## src/rtl/hamming_pkg.sv

```systemverilog
// Shared constants, FSM encoding and the Hamming(7,4) syndrome decoder
// used by the serial receive front end.
package hamming_pkg;

  localparam int CODE_W = 7;
  localparam int DATA_W = 4;
  localparam int SYN_W  = 3;

  typedef enum logic [1:0] {
    IDLE,
    DATA,
    STOP
  } state_t;

  // Returns {err, data[4:1]}; parity p folds into every syndrome bit so odd
  // parity codewords decode to a zero syndrome when clean.
  function automatic logic [DATA_W:0] hamming_decode(input logic [CODE_W:1] c,
                                                     input logic p);
    logic [SYN_W:1]  s;
    logic [CODE_W:1] cc;
    s[1] = c[1] ^ c[3] ^ c[5] ^ c[7] ^ p;
    s[2] = c[2] ^ c[3] ^ c[6] ^ c[7] ^ p;
    s[3] = c[4] ^ c[5] ^ c[6] ^ c[7] ^ p;
    cc   = c;
    for (int i = 1; i <= CODE_W; i++) begin
      if (int'(s) == i) cc[i] = ~cc[i];
    end
    return {(s != '0), cc[7], cc[6], cc[5], cc[3]};
  endfunction

endpackage

```

## src/rtl/hamming_rx_fifo.sv

```systemverilog
// Synchronous FIFO buffering decoded {err, nibble} entries. Head data reads
// as zero while empty so the block's outputs start at zero out of reset.
module hamming_rx_fifo #(
  parameter int WIDTH = 5,
  parameter int DEPTH = 4
) (
  input  logic             clk,
  input  logic             rst_n,
  input  logic             i_push,
  input  logic             i_pop,
  input  logic [WIDTH-1:0] i_wr_data,
  output logic [WIDTH-1:0] o_rd_data,
  output logic             o_full,
  output logic             o_empty
);

  localparam int AW    = (DEPTH > 1) ? $clog2(DEPTH) : 1;
  localparam int CNT_W = AW + 1;

  logic [WIDTH-1:0] r_mem [DEPTH];
  logic [AW-1:0]    r_wr_ptr;
  logic [AW-1:0]    r_rd_ptr;
  logic [CNT_W-1:0] r_count;
  logic             w_wr;
  logic             w_rd;

  assign o_full    = (r_count == CNT_W'(DEPTH));
  assign o_empty   = (r_count == '0);
  // A pop frees the slot in the same cycle, so a push into a full FIFO is taken.
  assign w_wr      = i_push && (!o_full || i_pop);
  assign w_rd      = i_pop && !o_empty;
  assign o_rd_data = o_empty ? '0 : r_mem[r_rd_ptr];

  always_ff @(posedge clk) begin
    if (w_wr) r_mem[r_wr_ptr] <= i_wr_data;
  end

  always_ff @(posedge clk or negedge rst_n) begin
    if (!rst_n) begin
      r_wr_ptr <= '0;
      r_rd_ptr <= '0;
      r_count  <= '0;
    end else begin
      if (w_wr) r_wr_ptr <= r_wr_ptr + AW'(1);
      if (w_rd) r_rd_ptr <= r_rd_ptr + AW'(1);
      case ({w_wr, w_rd})
        2'b10:   r_count <= r_count + CNT_W'(1);
        2'b01:   r_count <= r_count - CNT_W'(1);
        default: r_count <= r_count;
      endcase
    end
  end

endmodule

```

## src/rtl/hamming_serial_rx.sv

```systemverilog
// Serial Hamming(7,4) receiver: deframes start/7 bits/stop, corrects single
// bit errors and queues nibbles behind a valid/ready output.
module hamming_serial_rx
  import hamming_pkg::*;
#(
  parameter int FIFO_DEPTH = 4
) (
  input  logic       clk,
  input  logic       rst_n,
  input  logic       parity_type,
  input  logic       ser_valid,
  input  logic       ser_bit,
  output logic [4:1] out_data,
  output logic       out_err,
  output logic       out_valid,
  input  logic       out_ready,
  output logic       frame_err,
  output logic       overflow
);

  state_t          r_state;
  logic            r_par;
  logic [2:0]      r_cnt;
  logic [CODE_W:1] r_code;
  logic            r_frame_err;
  logic            r_overflow;

  logic            w_stop_strobe;
  logic            w_push;
  logic            w_pop;
  logic            w_full;
  logic            w_empty;
  logic [DATA_W:0] w_dec;
  logic [DATA_W:0] w_head;

  assign w_stop_strobe = (r_state == STOP) && ser_valid;
  assign w_push        = w_stop_strobe && ser_bit;
  assign w_pop         = out_valid && out_ready;
  assign w_dec         = hamming_decode(r_code, r_par);

  always_ff @(posedge clk or negedge rst_n) begin
    if (!rst_n) begin
      r_state     <= IDLE;
      r_par       <= 1'b0;
      r_cnt       <= '0;
      r_frame_err <= 1'b0;
      r_overflow  <= 1'b0;
    end else begin
      r_frame_err <= w_stop_strobe && !ser_bit;
      if (w_push && w_full && !w_pop) r_overflow <= 1'b1;
      if (ser_valid) begin
        case (r_state)
          IDLE: begin
            if (!ser_bit) begin
              r_par   <= parity_type;
              r_cnt   <= '0;
              r_state <= DATA;
            end
          end
          DATA: begin
            r_cnt <= r_cnt + 3'd1;
            if (r_cnt == 3'd6) r_state <= STOP;
          end
          STOP:    r_state <= IDLE;
          default: r_state <= IDLE;
        endcase
      end
    end
  end

  // c1 arrives first and ends up in r_code[1] after seven right shifts.
  always_ff @(posedge clk) begin
    if (ser_valid && (r_state == DATA)) r_code <= {ser_bit, r_code[CODE_W:2]};
  end

  hamming_rx_fifo #(
    .WIDTH(DATA_W + 1),
    .DEPTH(FIFO_DEPTH)
  ) u_fifo (
    .clk      (clk),
    .rst_n    (rst_n),
    .i_push   (w_push),
    .i_pop    (w_pop),
    .i_wr_data(w_dec),
    .o_rd_data(w_head),
    .o_full   (w_full),
    .o_empty  (w_empty)
  );

  assign out_valid = !w_empty;
  assign out_data  = w_head[DATA_W-1:0];
  assign out_err   = w_head[DATA_W];
  assign frame_err = r_frame_err;
  assign overflow  = r_overflow;

endmodule

```

## config.mk

```make
export PLATFORM = sky130hd
export DESIGN_NAME = hamming_serial_rx
export DESIGN_NICKNAME = d
export VERILOG_FILES = /design/src/rtl/hamming_pkg.sv /design/src/rtl/hamming_rx_fifo.sv /design/src/rtl/hamming_serial_rx.sv
export SDC_FILE = /design/constraint.sdc
export NUM_CORES = 1
export LEC_CHECK = 0
export ABC_AREA = 1
export CAP_MARGIN = 40
export CORE_ASPECT_RATIO = 0.7
export CORE_MARGIN = 4
export CORE_UTILIZATION = 35
export DETAILED_ROUTE_END_ITERATION = 16
export SYNTH_ARGS = -nofsm -noshare
export SYNTH_HDL_FRONTEND = slang
export SYNTH_SLANG_ARGS = --single-unit
```

## constraint.sdc

```tcl
create_clock -name clk -period 2.3 [get_ports clk]
set_input_delay 0.46 -clock clk [delete_from_list [all_inputs] [get_ports clk]]
set_output_delay 0.46 -clock clk [all_outputs]
set_load 0.03 [all_outputs]
```

==> results of run 1 <==
-- final cells by class --
| type | instances | share of cell area |
|---|---|---|
| clock inverter | 3 | 0.01700 |
| clock buffer | 5 | 0.02671 |
| sequential | 42 | 0.4604 |
| multi-input combinational | 154 | 0.3162 |
| timing repair buffer | 27 | 0.09374 |
| tap | 75 | 0.03643 |
| inverter | 34 | 0.04954 |
-- kinds of logic after synthesis --
group / count (synthesis) / synth area share
flops: 42 / 0.5541
compound gates: 27 / 0.06488
buf+inv: 37 / 0.06546
xor+xnor: 5 / 0.02045
fa+ha+maj: 8 / 0.05026
simple gates: 114 / 0.2449
-- power by group --
group          switching, mW  internal [mW]
combinational          0.790          0.450
clock                  0.250          0.325
sequential             0.130          0.973
total                   1.17           1.75
-- state kept, by name, indices dropped and copies added, names as in the netlist, 2 cells and up --
register and count:
u_fifo.r_mem 20, u_fifo.r_rd_ptr 2, r_state 2, r_cnt 3, u_fifo.r_count 3, u_fifo.r_wr_ptr 2, r_code 7
-- cell usage after synthesis (2+ instances only) --
cell / n / area, um^2
nand4_1: 4 / 25.02
nand2_1: 43 / 161.4
edfxtp_1: 27 / 810.8
nand2_4: 2 / 22.52
nor2_1: 32 / 120.1
a21oi_1: 10 / 50.05
ha_1: 7 / 87.58
xor2_1: 4 / 35.03
nand2_2: 7 / 43.79
clkbuf_1: 2 / 7.510
o21ai_0: 11 / 55.05
nand3_2: 2 / 20.02
nand3_1: 21 / 105.1
inv_1: 30 / 112.6
dfrtp_1: 15 / 375.4
o21ai_1: 4 / 20.02
inv_2: 4 / 15.01
-- critical path: cells and delay by family, from the launching register on --
family | cells | cell delay, ns
buf+inv | 2 | 0.53
flops | 1 | 0.45
compound gates | 2 | 0.26
simple gates | 1 | 0.11
-- metrics by stage --
| step | worst slack, ns | total power, mW |
|---|---|---|
| global route | 0.01768 | 3.191 |
| detailed placement | -0.05450 | 2.423 |
| floorplan | 0.09650 | 1.998 |
| CTS | 0.1913 | 2.955 |
| finish | 0.2055 | 2.918 |
| global placement | -0.04116 | 2.393 |
-- layer usage --
| metal | up-vias | GRT usage |
|---|---|---|
| li1 | 826 | - |
| met1 | 684 | 0.1786 |
| met2 | 22 | 0.1572 |
| met3 | 2 | 0.03700 |
| met4 | 0 | 0.03097 |
| met5 | - | 0 |
-- worst paths after layout --
check | to | depth (start not counted) | start | slack (ns)
worst max-delay path | out_data[2] | 5 | u_fifo.r_rd_ptr[1] | 0.21
worst min-delay path | overflow | 1 | overflow | 0.46
worst max register to register | u_fifo.r_count[2] | 11 | u_fifo.r_count[0] | 0.24
worst min register to register | overflow | 1 | overflow | 0.46
max in group asynchronous | u_fifo.r_wr_ptr[1] | 2 | rst_n | 1.62
min in group asynchronous | u_fifo.r_rd_ptr[1] | 2 | rst_n | 0.49
==> qor.csv, run 1 <==
stage,metric,value,unit
setup_path,cell with the largest stage delay on the worst path,dfrtp_1,
grt,global-route wire length before repair,6755,um
layout,most common library cell in the layout ignoring fill and taps,nand2_1,
grt,largest net degree at the start of global routing,16,
layout,final net count,278,
synth,Post-synth EDFFs,27,
floorplan,Core Region,5813,um^2
clocking,clk sink count,42,
placed_design,gpl congestion,0.8228,
layout,total inserted antenna cells,0,
floorplan,starting density of the core,0.3683,
layout,final non-filler cell area,2576,um^2
clocking,source-to-sink clock delay at the later pin of the worst-skew pair,0.29,ns
timing,post-route setup TNS,0,ns
timing,setup repair after global routing missed its margin,false,
synth,ys flop type,edfxtp_1,
floorplan,count of boundary I/O pins,14,
worst_hold_path,worst hold path class,reg -> reg,
synth,"Seq/Total Area, Yosys",0.5541,
detailed_routing,total vias in the final route,1534,
layout,Post-Layout Cell Count,340,
clocking,number of buffers inserted by hold repair at cts,0,
layout,total of fill cells in the finished design,571,
clocking,number of buffers on the longest clock path,2,
synth,post-synthesis net count,247,
clocking,Resized Gates After CTS,6,
grt,vias in the first global route,1385,
detailed_routing,number of detailed-routing iterations run before antenna repair,4,
detailed_routing,Total Routed Length,3822,um
setup_path,critical path start-end classification,reg -> out,
grt,global-route usage over all layers,0.1169,
floorplan,height of the chip,73.44,um
setup_path,maximum single-stage delay on the critical path,0.45,ns
detailed_routing,final antenna-violating net count,0,
layout,fraction of final layout cells sized beyond drive strength 1,0.1472,
power,leak pwr,1.180,nW
setup_path,critical-path cell list,inv_1 -> nor2_1 -> o21ai_0 -> a21oi_1 -> dlygate4sd2_1,
detailed_routing,final routed wire length divided by cell count,11.24,um
detailed_routing,Metal-1 WL,2063,um
layout,final core occ,0.4432,
timing,transition at the pin with the smallest max-transition slack,0.3358,ns
timing,maximum clock frequency,477.4,MHz
placed_design,placed instance count,332,
placed_design,number of buffer cells added on primary ports,13,
clocking,number of CTS-inserted buffers,5,
layout,register area,1186,um^2
detailed_routing,per-cell via count in the routed design,4.512,
synth,count of distinct cell types in the synthesized netlist,25,
synth,summed instance area of the synthesized netlist,2141,um^2
layout,total area of multi-input combinational cells,814.5,um^2
setup_path,type of origin of the critical path,flip-flop,
timing,Final setup violation count,0,
timing,hold violation count in the final report,0,
synth,synthesized instance count,233,
detailed_routing,Detail Route met2 WL,1552,um
clocking,CTS tree,done,
timing,final critical-path required period,2.095,ns
setup_path,crit-path max FO,5,
timing,hold slack,0.4594,ns
clocking,buffers inserted during post-CTS setup optimization,0,
grt,initial antenna violation count,0,
floorplan,Die Footprint,7452,um^2
layout,Layout Area Growth over Synthesis,20.34,%
setup_path,arrival time reported for the critical path endpoint,1.63,ns
synth,synthesized area divided by synthesized cell count,9.188,um^2
setup_path,Crit. End Element,primary output,
detailed_routing,met3 WL post-DR,187,um
outcome,result of the run,completed,
synth,Post-synth ARST share,0.3571,
floorplan,Row Count,23,
layout,"top library cells by usage in the layout, fill and taps aside","nand2_1, nor2_1, inv_1",
timing,final worst-path cycle share,0.9107,
power,Peak supply drop,0.0005020,V
floorplan,width of the die,101.5,um
timing,Worst Skew,0.005106,ns
detailed_routing,count of routing violations after the opening detailed-route iteration,73,
clocking,number of H-tree levels,2,
timing,fin. max-slew vios,0,
placed_design,Final HPWL DP,2917,um
detailed_routing,top sig layer,met4,
placed_design,area after detailed placement,2470,um^2
synth,synthesis warning total,0,
timing,headroom to the max-slew limit,0.7759,
run,max-cap violation count,0,
power,power density over the cells,1133,nW/um^2
clocking,library cell used as clock root buffer,clkbuf_8,
detailed_routing,DRC violations left,0,
setup_path,"Data required, critical path",1.84,ns
synth,count of state elements after synthesis,42,
clocking,Clock transition at path regs,0.08,ns
grt,global route total overflow,0,
No activity file was read; power rests on OpenSTA's default activity.
==> run 2, diff against run 1 <==
--- a/config.mk
+++ b/config.mk
@@ -6,6 +6,7 @@
 export NUM_CORES = 1
 export LEC_CHECK = 0
 export ABC_AREA = 1
+export ABC_CLOCK_PERIOD_IN_PS = 2300
 export CAP_MARGIN = 40
 export CORE_ASPECT_RATIO = 0.7
 export CORE_MARGIN = 4
==> results of run 2 <==
Same layout as run 1: the final DEF is identical, and so are final timing and power.
==> patch, RTL diff (flow settings as in run 1) <==
Encoding of `state_t`: now one-hot (3 bits for 3 states).
--- a/src/rtl/hamming_pkg.sv
+++ b/src/rtl/hamming_pkg.sv
@@ -6,10 +6,10 @@
   localparam int DATA_W = 4;
   localparam int SYN_W  = 3;
 
-  typedef enum logic [1:0] {
-    IDLE,
-    DATA,
-    STOP
+  typedef enum logic [2:0] {
+    IDLE = 3'b001,
+    DATA = 3'b010,
+    STOP = 3'b100
   } state_t;
 
   // Returns {err, data[4:1]}; parity p folds into every syndrome bit so odd
Function: no difference found for any inputs over 10 cycles, from zero or initial values and one cycle with rst_n low; not proved beyond that.
==> patch against run 1 <==
Routed wire length grew 3.2%. Setup slack lost 0.062 ns. Synthesized area rose by 2.6%. Synthesized cell count is 4.3% higher. Clock skew shrank 0.00064 ns. Die area rose by 2.4%. Sequential cell count is 1 higher. Power is 3.4% lower. Non-clock buffer count decreased by 2. Register-to-register slack better by 0.02 ns. Sequential power up 4%. Final area up 0.15%. Largest cell class unchanged. Worst hold slack improved by 0.021 ns. Sequential share of layout area increased by 1.0 points. Critical endpoint unchanged.
==> patch: results (changes against run 1) <==
Post-DP HPWL: 3.04 mm (+4.2%)
Dpl cell area: 0.00250 sq mm (+1.1%)
Compound-Gate Fraction of Synth Area: 6.72% (+0.23 points)
Logic inverters: 36 (+5.9%)
Metal2 WL: 1.61 mm (+3.7%)
Max VDD drop: 0.551 mV (+9.8%)
Global-route wire length before repair: 6.82 mm (+1.0%)
Vias per inst: 4.47 (-0.90%)
Post-Layout Cell Count: 348 (+2.4%)
Final Skew: 0.00446 ns (-0.000641 ns)
Post_cts resized: 4 (-2)
Final Wtd Congestion: 0.843 (+2.4%)
Number of global-route vias before repair: 1428 (+3.1%)
Syn Nets: 257 (+4.0%)
Average wire per standard cell: 11.3 um (+0.85%)
#MultiIn Comb: 161 (+4.5%)
Flop2flop setup slack: 0.26 ns (+0.02 ns)
Layout net count: 286 (+2.9%)
Tightest Pin Transition: 0.404 ns (+0.0684 ns)
Global routing usage on met3: 2.91% (-0.79 points)
WP data arrival: 1.70 ns (+0.07 ns)
Worst r2r src: u_fifo.r_count[1]
Design Area, Final: 0.00258 sq mm (+0.15%)
Synth Area in Adders: 4.90% (-0.13 points)
Hold Crit Class: input port to async pin
M1 wire length: 2.19 mm (+6.1%)
Met1 Track Usage GR: 17.9% (+0.051 points)
Worst Setup SP: u_fifo.r_rd_ptr[0]
Met3 WL post-DR: 145 um (-22%)
CP max FO: 12 (+7)
Signal buf overhead: 8.24% (-1.1 points)
Inst Count DP: 340 (+2.4%)
Total GRT Usage: 11.5% (-0.19 points)
Clock buffers: 6 (+1)
Multi-input gate share of total cell area: 32.5% (+0.92 points)
Fillers: 580 (+1.6%)
Clock buf/inv share: 3.30% (-1.1 points)
P_leak: 1.14 nW (-3.2%)
Ys async rst share: 37.2% (+1.5 points)
Clk sinks: 43 (+2.4%)
Starting DRT DRC Count: 118 (+62%)
Largest net degree at the start of global routing: 17 (+1)
Met2 usage: 16.2% (+0.44 points)
Nonclk buf count: 25 (-7.4%)
Dominant cells by area after synthesis: edfxtp_1 (37%), dfrtp_1 (17%), nand2_1 (7.7%)
Status: finished clean
[patch: changes by cell type after synthesis, sizes merged, moves of 2 or more]
cell	before	now
o21ai	15	20
nor2	32	35
a21oi	10	8
inv	34	36
nand2	52	54
nor4	2	0
[patch: per-stage QoR]
| step | hold WS, ns | util (%) | power (mW) | worst slack, ns |
|---|---|---|---|---|
| after global routing | 0.503 | 43.7 | 3.09 | 0.0308 |
| final | 0.480 | 43.7 | 2.82 | 0.144 |
| after CTS | 0.479 | 43.7 | 2.85 | 0.0162 |
| after global placement | 0.472 | 42.3 | 2.41 | 0.0712 |
| after detailed placement | 0.483 | 42.3 | 2.43 | 0.0226 |
| after floorplan | 0.164 | - | 2.02 | 0.104 |
[patch: worst max-delay path, cell delays in order (launching register included)]
cell	delay [ns]
dfrtp_2	0.49
inv_1	0.22
o21ai_0	0.15
a21oi_1	0.13
dlygate4sd2_1	0.41
[patch: power breakdown]
part	internal, mW	switching, mW
combinational	0.436	0.788
clock	0.212	0.245
sequential	0.999	0.139
total	1.65	1.17
